$ cat config.mk
export PLATFORM = sky130hd
export DESIGN_NAME = board_rst_seq
export DESIGN_NICKNAME = d
export VERILOG_FILES = /design/src/rtl/board_rst_seq.sv
export SDC_FILE = /design/constraint.sdc
export NUM_CORES = 1
export LEC_CHECK = 0
export BUFFER_PORTS_ARGS = -buffer_cell sky130_fd_sc_hd__buf_2
export CORE_ASPECT_RATIO = 1.4
export CORE_MARGIN = 5
export CORE_UTILIZATION = 65
export CTS_BUF_LIST = sky130_fd_sc_hd__clkbuf_4 sky130_fd_sc_hd__clkbuf_8
export CTS_CLUSTER_DIAMETER = 80
export CTS_CLUSTER_SIZE = 8
export DETAILED_ROUTE_END_ITERATION = 16
export MAX_ROUTING_LAYER = met4
export PLACE_DENSITY = 0.86
export SETUP_SLACK_MARGIN = 0.5
export SYNTH_ARGS = -nofsm -noshare
export SYNTH_HDL_FRONTEND = slang
export SYNTH_SLANG_ARGS = --single-unit
$ cat constraint.sdc
create_clock -name clk_i -period 2.25 [get_ports clk_i]
set_input_delay 0.3375 -clock clk_i [delete_from_list [all_inputs] [get_ports clk_i]]
set_output_delay 0.3375 -clock clk_i [all_outputs]
set_load 0.03 [all_outputs]
$ cat src/rtl/board_rst_seq.sv
// -----------------------------------------------------------------------------
// board_rst_seq
//   Board-level reset sequencer. It sits between the clock PLL and the SoC.
//   It synchronises the board reset button and qualifies PLL lock over a
//   stability window. It then releases NUM_DOMAINS active-high domain resets in
//   index order, spaced STAGE_GAP_CYCLES apart. A soft reset can be requested
//   from software or debug. The cause of the last reset is recorded.
//
//   Optional feature macro: RST_SEQ_WDT_EN
//     When defined, the wdt_kick_i port and a RUN-state watchdog are added.
//     The watchdog requires WDT_CYCLES >= 2.
//
//   Ports
//     clk_i           PLL output clock
//     arst_n_i        board reset, async assert, synchronised release
//     pll_locked_i    PLL lock, asynchronous to clk_i
//     soft_rst_req_i  soft-reset request (level or pulse), edge-armed
//     wdt_kick_i      watchdog kick (RST_SEQ_WDT_EN only)
//     rst_o           active-high domain resets, rst_o[0] released first
//     ready_o         all domains released
//     state_o         0 HOLD, 1 RELEASE, 2 RUN, 3 SOFT
//     rst_cause_o     0 board, 1 PLL lock loss, 2 soft, 3 watchdog
// -----------------------------------------------------------------------------
module board_rst_seq #(
  parameter int NUM_DOMAINS        = 2,
  parameter int SYNC_STAGES        = 2,
  parameter int LOCK_STABLE_CYCLES = 1024,
  parameter int STAGE_GAP_CYCLES   = 16,
  parameter int SOFT_RST_CYCLES    = 64,
  parameter int WDT_CYCLES         = 16777216
) (
  input  logic                   clk_i,
  input  logic                   arst_n_i,
  input  logic                   pll_locked_i,
  input  logic                   soft_rst_req_i,
`ifdef RST_SEQ_WDT_EN
  input  logic                   wdt_kick_i,
`endif
  output logic [NUM_DOMAINS-1:0] rst_o,
  output logic                   ready_o,
  output logic [1:0]             state_o,
  output logic [1:0]             rst_cause_o
);

  typedef enum logic [1:0] {
    ST_HOLD    = 2'd0,
    ST_RELEASE = 2'd1,
    ST_RUN     = 2'd2,
    ST_SOFT    = 2'd3
  } state_t;

  typedef enum logic [1:0] {
    CAUSE_BOARD = 2'd0,
    CAUSE_PLL   = 2'd1,
    CAUSE_SOFT  = 2'd2,
    CAUSE_WDT   = 2'd3
  } cause_t;

  // The lock window, stage gap, soft hold and watchdog never run at the same
  // time, so a single counter serves all of them. It is sized for the
  // largest terminal value.
  localparam int CNT_MAX_BASE =
    (LOCK_STABLE_CYCLES > STAGE_GAP_CYCLES)
      ? ((LOCK_STABLE_CYCLES > SOFT_RST_CYCLES) ? LOCK_STABLE_CYCLES : SOFT_RST_CYCLES)
      : ((STAGE_GAP_CYCLES > SOFT_RST_CYCLES) ? STAGE_GAP_CYCLES : SOFT_RST_CYCLES);
`ifdef RST_SEQ_WDT_EN
  localparam int CNT_MAX = (WDT_CYCLES > CNT_MAX_BASE) ? WDT_CYCLES : CNT_MAX_BASE;
`else
  localparam int CNT_MAX = CNT_MAX_BASE;
`endif
  localparam int CNT_W = $clog2(CNT_MAX + 1);
  localparam int IDX_W = (NUM_DOMAINS > 1) ? $clog2(NUM_DOMAINS) : 1;

  localparam logic [CNT_W-1:0] LOCK_TERM = CNT_W'(LOCK_STABLE_CYCLES);
  localparam logic [CNT_W-1:0] GAP_TERM  = CNT_W'(STAGE_GAP_CYCLES - 1);
  localparam logic [CNT_W-1:0] SOFT_TERM = CNT_W'(SOFT_RST_CYCLES - 1);
  // The timeout fires on the edge where the count would reach WDT_CYCLES-1.
  localparam logic [CNT_W-1:0] WDT_TERM  = CNT_W'(WDT_CYCLES - 2);
  localparam logic [IDX_W-1:0] IDX_LAST  = IDX_W'(NUM_DOMAINS - 1);

  // ---------------------------------------------------------------------------
  // Synchronisers
  // ---------------------------------------------------------------------------
  logic [SYNC_STAGES-1:0] rst_sync;
  logic [SYNC_STAGES-1:0] lock_sync;
  logic                   rst_int_n;
  logic                   locked_s;

  // NOTE: sequential state is always written with non-blocking (<=)
  // assignments. Flops that sample each other then see pre-edge values
  // regardless of the order in which the blocks are evaluated.
  always_ff @(posedge clk_i or negedge arst_n_i) begin
    if (!arst_n_i) rst_sync <= '0;
    else           rst_sync <= {rst_sync[SYNC_STAGES-2:0], 1'b1};
  end

  assign rst_int_n = rst_sync[SYNC_STAGES-1];

  // The lock synchroniser is held in reset until the internal reset releases.
  // As a result, locked_s only becomes valid after the internal reset is gone.
  always_ff @(posedge clk_i or negedge rst_int_n) begin
    if (!rst_int_n) lock_sync <= '0;
    else            lock_sync <= {lock_sync[SYNC_STAGES-2:0], pll_locked_i};
  end

  assign locked_s = lock_sync[SYNC_STAGES-1];

  // ---------------------------------------------------------------------------
  // Watchdog hookup. Without the feature, the kick is tied active. This keeps
  // the RUN counter cleared, so the timeout can never fire.
  // ---------------------------------------------------------------------------
  logic wdt_kick;
`ifdef RST_SEQ_WDT_EN
  assign wdt_kick = wdt_kick_i;
`else
  assign wdt_kick = 1'b1;
`endif

  // ---------------------------------------------------------------------------
  // FSM
  // ---------------------------------------------------------------------------
  state_t                 state_q, state_d;
  cause_t                 cause_q, cause_d;
  logic [CNT_W-1:0]       cnt_q, cnt_d;
  logic [IDX_W-1:0]       idx_q, idx_d;
  logic                   armed_q, armed_d;
  logic [NUM_DOMAINS-1:0] rst_q, rst_d;
  logic                   ready_q, ready_d;

  always_comb begin
    // NOTE: every signal is given a default before the case statement. Any
    // path that leaves one unassigned would otherwise infer a latch.
    state_d = state_q;
    cause_d = cause_q;
    cnt_d   = cnt_q;
    idx_d   = idx_q;
    armed_d = armed_q;

    unique case (state_q)
      ST_HOLD: begin
        if (!locked_s) begin
          cnt_d = '0;
        end else if (cnt_q == LOCK_TERM) begin
          state_d = ST_RELEASE;
          cnt_d   = '0;
          idx_d   = '0;
        end else begin
          cnt_d = cnt_q + CNT_W'(1);
        end
      end

      ST_RELEASE: begin
        if (!locked_s) begin
          state_d = ST_HOLD;
          cause_d = CAUSE_PLL;
          cnt_d   = '0;
        end else if (idx_q == IDX_LAST) begin
          state_d = ST_RUN;
          cnt_d   = '0;
        end else if (cnt_q == GAP_TERM) begin
          idx_d = idx_q + IDX_W'(1);
          cnt_d = '0;
        end else begin
          cnt_d = cnt_q + CNT_W'(1);
        end
      end

      ST_RUN: begin
        if (!locked_s) begin
          state_d = ST_HOLD;
          cause_d = CAUSE_PLL;
          cnt_d   = '0;
        end else if (!wdt_kick && cnt_q == WDT_TERM) begin
          state_d = ST_SOFT;
          cause_d = CAUSE_WDT;
          cnt_d   = '0;
        end else if (soft_rst_req_i && armed_q) begin
          state_d = ST_SOFT;
          cause_d = CAUSE_SOFT;
          cnt_d   = '0;
          armed_d = 1'b0;
        end else begin
          // A request still held from the previous soft reset must drop
          // before it can fire again.
          if (!soft_rst_req_i) armed_d = 1'b1;
          cnt_d = wdt_kick ? '0 : cnt_q + CNT_W'(1);
        end
      end

      ST_SOFT: begin
        if (!locked_s) begin
          state_d = ST_HOLD;
          cause_d = CAUSE_PLL;
          cnt_d   = '0;
        end else if (cnt_q == SOFT_TERM) begin
          // Lock is still good, so release without re-qualification.
          state_d = ST_RELEASE;
          cnt_d   = '0;
          idx_d   = '0;
        end else begin
          cnt_d = cnt_q + CNT_W'(1);
        end
      end

      default: state_d = ST_HOLD;
    endcase

    // The outputs are decoded from the next state and then registered. This
    // keeps them glitch-free, and assertion lands on the same edge as the
    // state change.
    rst_d   = '1;
    ready_d = 1'b0;
    if (state_d == ST_RELEASE) begin
      for (int k = 0; k < NUM_DOMAINS; k++) rst_d[k] = (k > int'(idx_d));
    end else if (state_d == ST_RUN) begin
      rst_d   = '0;
      ready_d = 1'b1;
    end
  end

  always_ff @(posedge clk_i or negedge rst_int_n) begin
    if (!rst_int_n) begin
      state_q <= ST_HOLD;
      cause_q <= CAUSE_BOARD;
      cnt_q   <= '0;
      idx_q   <= '0;
      armed_q <= 1'b1;
      rst_q   <= '1;
      ready_q <= 1'b0;
    end else begin
      state_q <= state_d;
      cause_q <= cause_d;
      cnt_q   <= cnt_d;
      idx_q   <= idx_d;
      armed_q <= armed_d;
      rst_q   <= rst_d;
      ready_q <= ready_d;
    end
  end

  assign rst_o       = rst_q;
  assign ready_o     = ready_q;
  assign state_o     = state_q;
  assign rst_cause_o = cause_q;

endmodule

# After elaboration in Yosys (flattened, before gate mapping)
# Index checks and enable logic that the tools add are counted.
[totals] output_inout_bits=7 in_bits=4 ff_bits=24 elab_cells=64
[op_classes] n_mux=35 reduce_logical=6 order_cmp=1 addsub=2 n_eq_ne=11
[ops] op="$mux 11" count=7
[ops] op="$pmux 11 s4" count=1
[ops] op="$mux 2" count=13
[ops] op="$add 11x1->11 const B" count=1
[ops] op="$eq 11x11->1 const B" count=1
[ops] op="$eq 11x4->1 const B" count=1
[ops] op="$eq 11x6->1 const B" count=1
[ops] op="$mux 1" count=11
[ops] op="$pmux 2 s4" count=1
[ops] op="$eq 2x2->1 const B" count=3
[ops] op="$reduce_and 3->1" count=2
[ops] op="$eq 2x1->1 const B" count=2
[ops] op="$pmux 2 s2" count=1
[ops] op="$ne 3x3->1 const B" count=1
[ops] op="$pmux 1 s3" count=1
[ops] op="$logic_not 2->1" count=1
[ops] op="$ne 2x1->1 const B" count=1
[ops] op="$ne 2x2->1 const B" count=1
[ops] op="$reduce_bool 2->1" count=1
[ops] op="$reduce_or 2->1" count=1
[ops] op="$add 1x1->1 const B" count=1
[ops] op="$gt 1x1->1 const A" count=1
[ops] op="$logic_and 1x1->1" count=1

# Depth between registers and ports, before layout
[logic_depth] word_depth=7 depth_mapped=10 ltp_nobuf=10

# Worst setup path after synthesis
# OpenSTA, ideal clock, no wires.
[synth_path] kind="register to register" start="register cnt_q[7]" end="register rst_q[1], in the netlist rst_o[1]" n_path_buf=0 setup_time_ns=0.060 t_required_ns=2.190 path_stages_with_launch=9 t_arrival_ns=2.100 synth_period_minus_slack_ns=2.160 setup_slack_ns=0.090 cell_sequence="dfrtp_1 > or4_4 > o41ai_1 > o21ai_1 > and2_1 > ha_1 > and2b_1 > a31oi_1 > o21a_1"
[synth_via] elab_chain_cells=7 word_cells_on_any_way=21 classes_between="1 x order compare; 5 x eq/ne; 15 x mux"
[synth_rtl] item="start: declaration" line_no="124" rtl="logic [CNT_W-1:0] cnt_q, cnt_d;"
[synth_rtl] item="start signal: assignment" line_no="233" rtl="cnt_q <= cnt_d;"
[synth_rtl] item="$eq 11x6->1 / $eq 11x11->1 (equally long branches)" line_no="195, 143"
[synth_rtl] item="$mux 2, on equally long branches" line_no="195, 143"
[synth_rtl] item="$mux 2, on equally long branches" line_no="191, 141"
[synth_rtl] item="$pmux 2 s4 (*)" line_no="139" rtl="unique case (state_q)"
[synth_rtl] item="named net state_d[1]" line_no="122" rtl="state_t state_q, state_d;"
[synth_rtl] item="$eq 2x2->1" line_no="215" rtl="end else if (state_d == ST_RUN) begin"
[synth_rtl] item="$mux 2" line_no="215"
[synth_rtl] item="$mux 2 (*)" line_no="213" rtl="if (state_d == ST_RELEASE) begin"
[synth_rtl] item="named net rst_d[1]" line_no="127" rtl="logic [NUM_DOMAINS-1:0] rst_q, rst_d;"
[synth_rtl] item="end signal: assignment" line_no="236" rtl="rst_q <= rst_d;"
[synth_rtl] item="end: declaration" line_no="127"
# Mark *: on every way through the listed nets, which the timed path passes. The rest lies on a longest branch.
# A chain may end at the register's enable or synchronous reset.

# Final worst setup path
[layout_path] start="register cnt_q[6]" end="register rst_q[1], in the netlist rst_o[1]"
# Same word-level chain as after synthesis.

==> impl_metrics.yaml <==
finish:
  area_delta_synth_final_pct: 20.5
  final_area_um2: 1510
  n_antenna_cell: 0
  layout.cells.non_filler: 164
  finalNetCount: 154
  drive_gt1_frac: 0.396
worst_setup_path:
  worstSetupPathType: "flop to flop"
  endpoint: "rst_o[1]"
  worstPathArrival_ns: 2.51
  crit_chain: "or4_4, o41ai_2, o21ai_1, and2_4, ha_4, and2b_1, a31oi_1, o21a_1"
  worstPathMaxFanout: 2
  startpoint_type: "flop"
  cp.required_ns: 2.53
  r2r_slack_ns: 0.02
  cp-startpoint: "cnt_q[6]"
  slowest_delay_ns: 0.54
  r2r_end: "rst_o[1]"
  critical_path.endpoint_type: "flop"
  worstReg2RegStart: "cnt_q[6]"
  worstRegToRegCells: 8
  cp_slowest_cell: "or4_4"
power_and_ir_drop:
  power_density_nw_per_um2: 477
  peakVddDrop_mv: 0.605
  p_leak_nw: 0.627
cts:
  numCtsBuffers: 3
  worstSkewPairLatency_ns: 0.33
  clkSinkCount: 24
  clockRootBuffer: "clkbuf_4"
  h-tree-depth: 1
  cts_tree: "done"
  cts_buffer_depth: 2
  clk_pin_slew_worst_paths_ns: 0.13
grt:
  grt_overflow: 0
  grtUsageTotal: 0.231
  grt_antenna_before_repair: 0
  grt_pass1_vias: 1010
  grt_pass1_wl_mm: 4.52
  grt_max_degree: 23
hold_path:
  worstHoldPathType: "input pin to flop"
timing:
  fin_crit_ns: 2.23
  min_period_over_period: 0.992
  worst_pin_slew_ns: 0.889
  fmax_mhz: 448
  fin_ws_ns: 0.0169
  hold_viol: 0
  fin_worst_skew_ns: 0.00695
  finalMaxSlewViolations: 0
  slew_headroom: 0.407
  setup_viol: 0
  rsz0062_at_grt: "yes"
synth:
  yosys_warnings: 0
  synthTopCellsByCount: "21 x dfrtp_1, 13 x nand2_1, 10 x a21oi_2"
  synth_seq_area_share: 0.483
  syn_area_um2: 1250
  yosysMostFrequentCell: "dfrtp_1"
  async_flop_share: 1.00
  syn_nets: 128
  synthCells: 119
  yosys.area.top_type: "dfrtp_1"
  yosysUniqueCellTypes: 37
  synth_edf_count: 0
  synthTopCellsByArea: "dfrtp_1 42%, a21oi_2 7.0%, dfstp_2 6.3%"
  synth-seq-cells: 24
  syn_avg_cell_area_um2: 10.5
  synth_top_area_share: 0.420
  dominantRegCellSynth: "dfrtp_1"
drt:
  viasPerCell: 6.20
  wl_mm: 3.01
  drc: 0
  dr_total_vias: 1016
  post_drt_wl_per_cell_um: 18.4
  ant_nets: 0
  first_iter_violations: 63
  drt-pass1-iter-count: 4
die:
  placementRows: 18
  die_h_um: 61.9
  io_pins: 11
  core_area_um2: 1800
  die_w_um: 47.1
  dieArea_um2: 2910
  initial_core_util: 0.694
placement:
  hpwl_mm: 1.84
  pre_cts_ws_ns: 0.0755
  gp_congestion: 0.831
  detailed_place.area_um2: 1340
  numPlacedInstances: 147
  place.port_buffers: 10
job:
  maxCapViolations: 0
status:
  status: "completed"
how the worst min path moves through the flow:
stage | startpoint | end | slack (ns) | depth (start not counted)
2_1_floorplan | arst_n_i | rst_sync[0] | 0.04 | 0
3_3_place_gp | arst_n_i | rst_sync[0] | 0.12 | 1
3_5_place_dp | arst_n_i | rst_sync[1] | 0.13 | 1
4_1_cts | pll_locked_i | lock_sync[0] | 0.10 | 1
5_1_grt | pll_locked_i | lock_sync[0] | 0.08 | 1
6_report | pll_locked_i | lock_sync[0] | 0.1 | 1
layout by cell type, fill, tap and decap left out, types with 4 or more instances in the layout:
| master | netlist | layout |
|---|---|---|
| buf_4 | 1 | 12 |
| buf_2 | 1 | 10 |
| nand3_1 | 7 | 7 |
| inv_1 | 4 | 4 |
| nor2_1 | 7 | 5 |
| xnor2_1 | 7 | 7 |
| a21oi_2 | 10 | 10 |
| dfrtp_1 | 21 | 20 |
| nor3_1 | 5 | 5 |
| nand2_1 | 13 | 13 |
power breakdown:
group | switching (mW) | internal [mW]
registers | 0.0158 | 0.439
clock network | 0.134 | 0.0994
logic | 0.0153 | 0.0157
cell type report:
type | count | area, µm²
Tap cell | 20 | 25.0
Multi-Input combinational cell | 87 | 653
Inverter | 4 | 15.0
Fill cell | 106 | 294
Timing Repair Buffer | 25 | 173
Sequential cell | 24 | 606
Clock buffer | 4 | 36.3
state kept, by name (all words and copies together) (netlist names):
register and count:
rst_cause_o 2, rst_sync 2, armed_q 1, cnt_q 11, ready_o 1, idx_q 1
lock_sync 2, rst_o 2, state_o 2
kinds of logic (layout without fill, tap and decap cells):
kind of cell | after synthesis | count (layout) | share of synthesized area
and+or+nand+nor | 47 | 47 | 0.206
AOI/OAI and AO/OA | 25 | 25 | 0.148
DFF | 24 | 24 | 0.483
xor gates and xnor gates | 9 | 9 | 0.0630
buffers and inverters | 8 | 33 | 0.0470
adders and majority gates | 5 | 5 | 0.0500
other | 1 | 1 | 0.00300
worst max-delay path: cells and delay by family, from the launching register on:
family,cells,cell delay (ns)
AOI/OAI and AO/OA,4,0.73
adders and majority gates,1,0.15
DFF,1,0.42
and+or+nand+nor,3,0.87
per-layer routing:
metal | up-vias | global-route usage | wire [µm] | part of all wire
met5 | - | - | 0 | 0
met4 | 0 | 0.158 | 128 | 0.042
met3 | 11 | 0.0259 | 150 | 0.050
met2 | 44 | 0.398 | 1600 | 0.53
met1 | 495 | 0.237 | 1130 | 0.38
li1 | 466 | - | - | -
stage by stage:
stage	TNS, ns	hold WS [ns]	util	total power [mW]
global route	-0.0512	0.0792	0.837	0.747
global placement	0	0.122	0.741	0.488
detailed placement	0	0.125	0.741	0.490
finish	0	0.0977	0.837	0.719
floorplan	0	0.0419	-	0.481
CTS	0	0.105	0.817	0.716
timing repair:
item / 4_1_cts / 5_1_grt
buffers inserted: 9 / 3
setup endpoints to repair: 15 / 16
gates resized for setup: 5 / 6
endpoints found under the hold margin: 2 / 0
pin swaps: 3 / 3
hold buffers: 1 / 0
(Power assumes the default switching activity.)
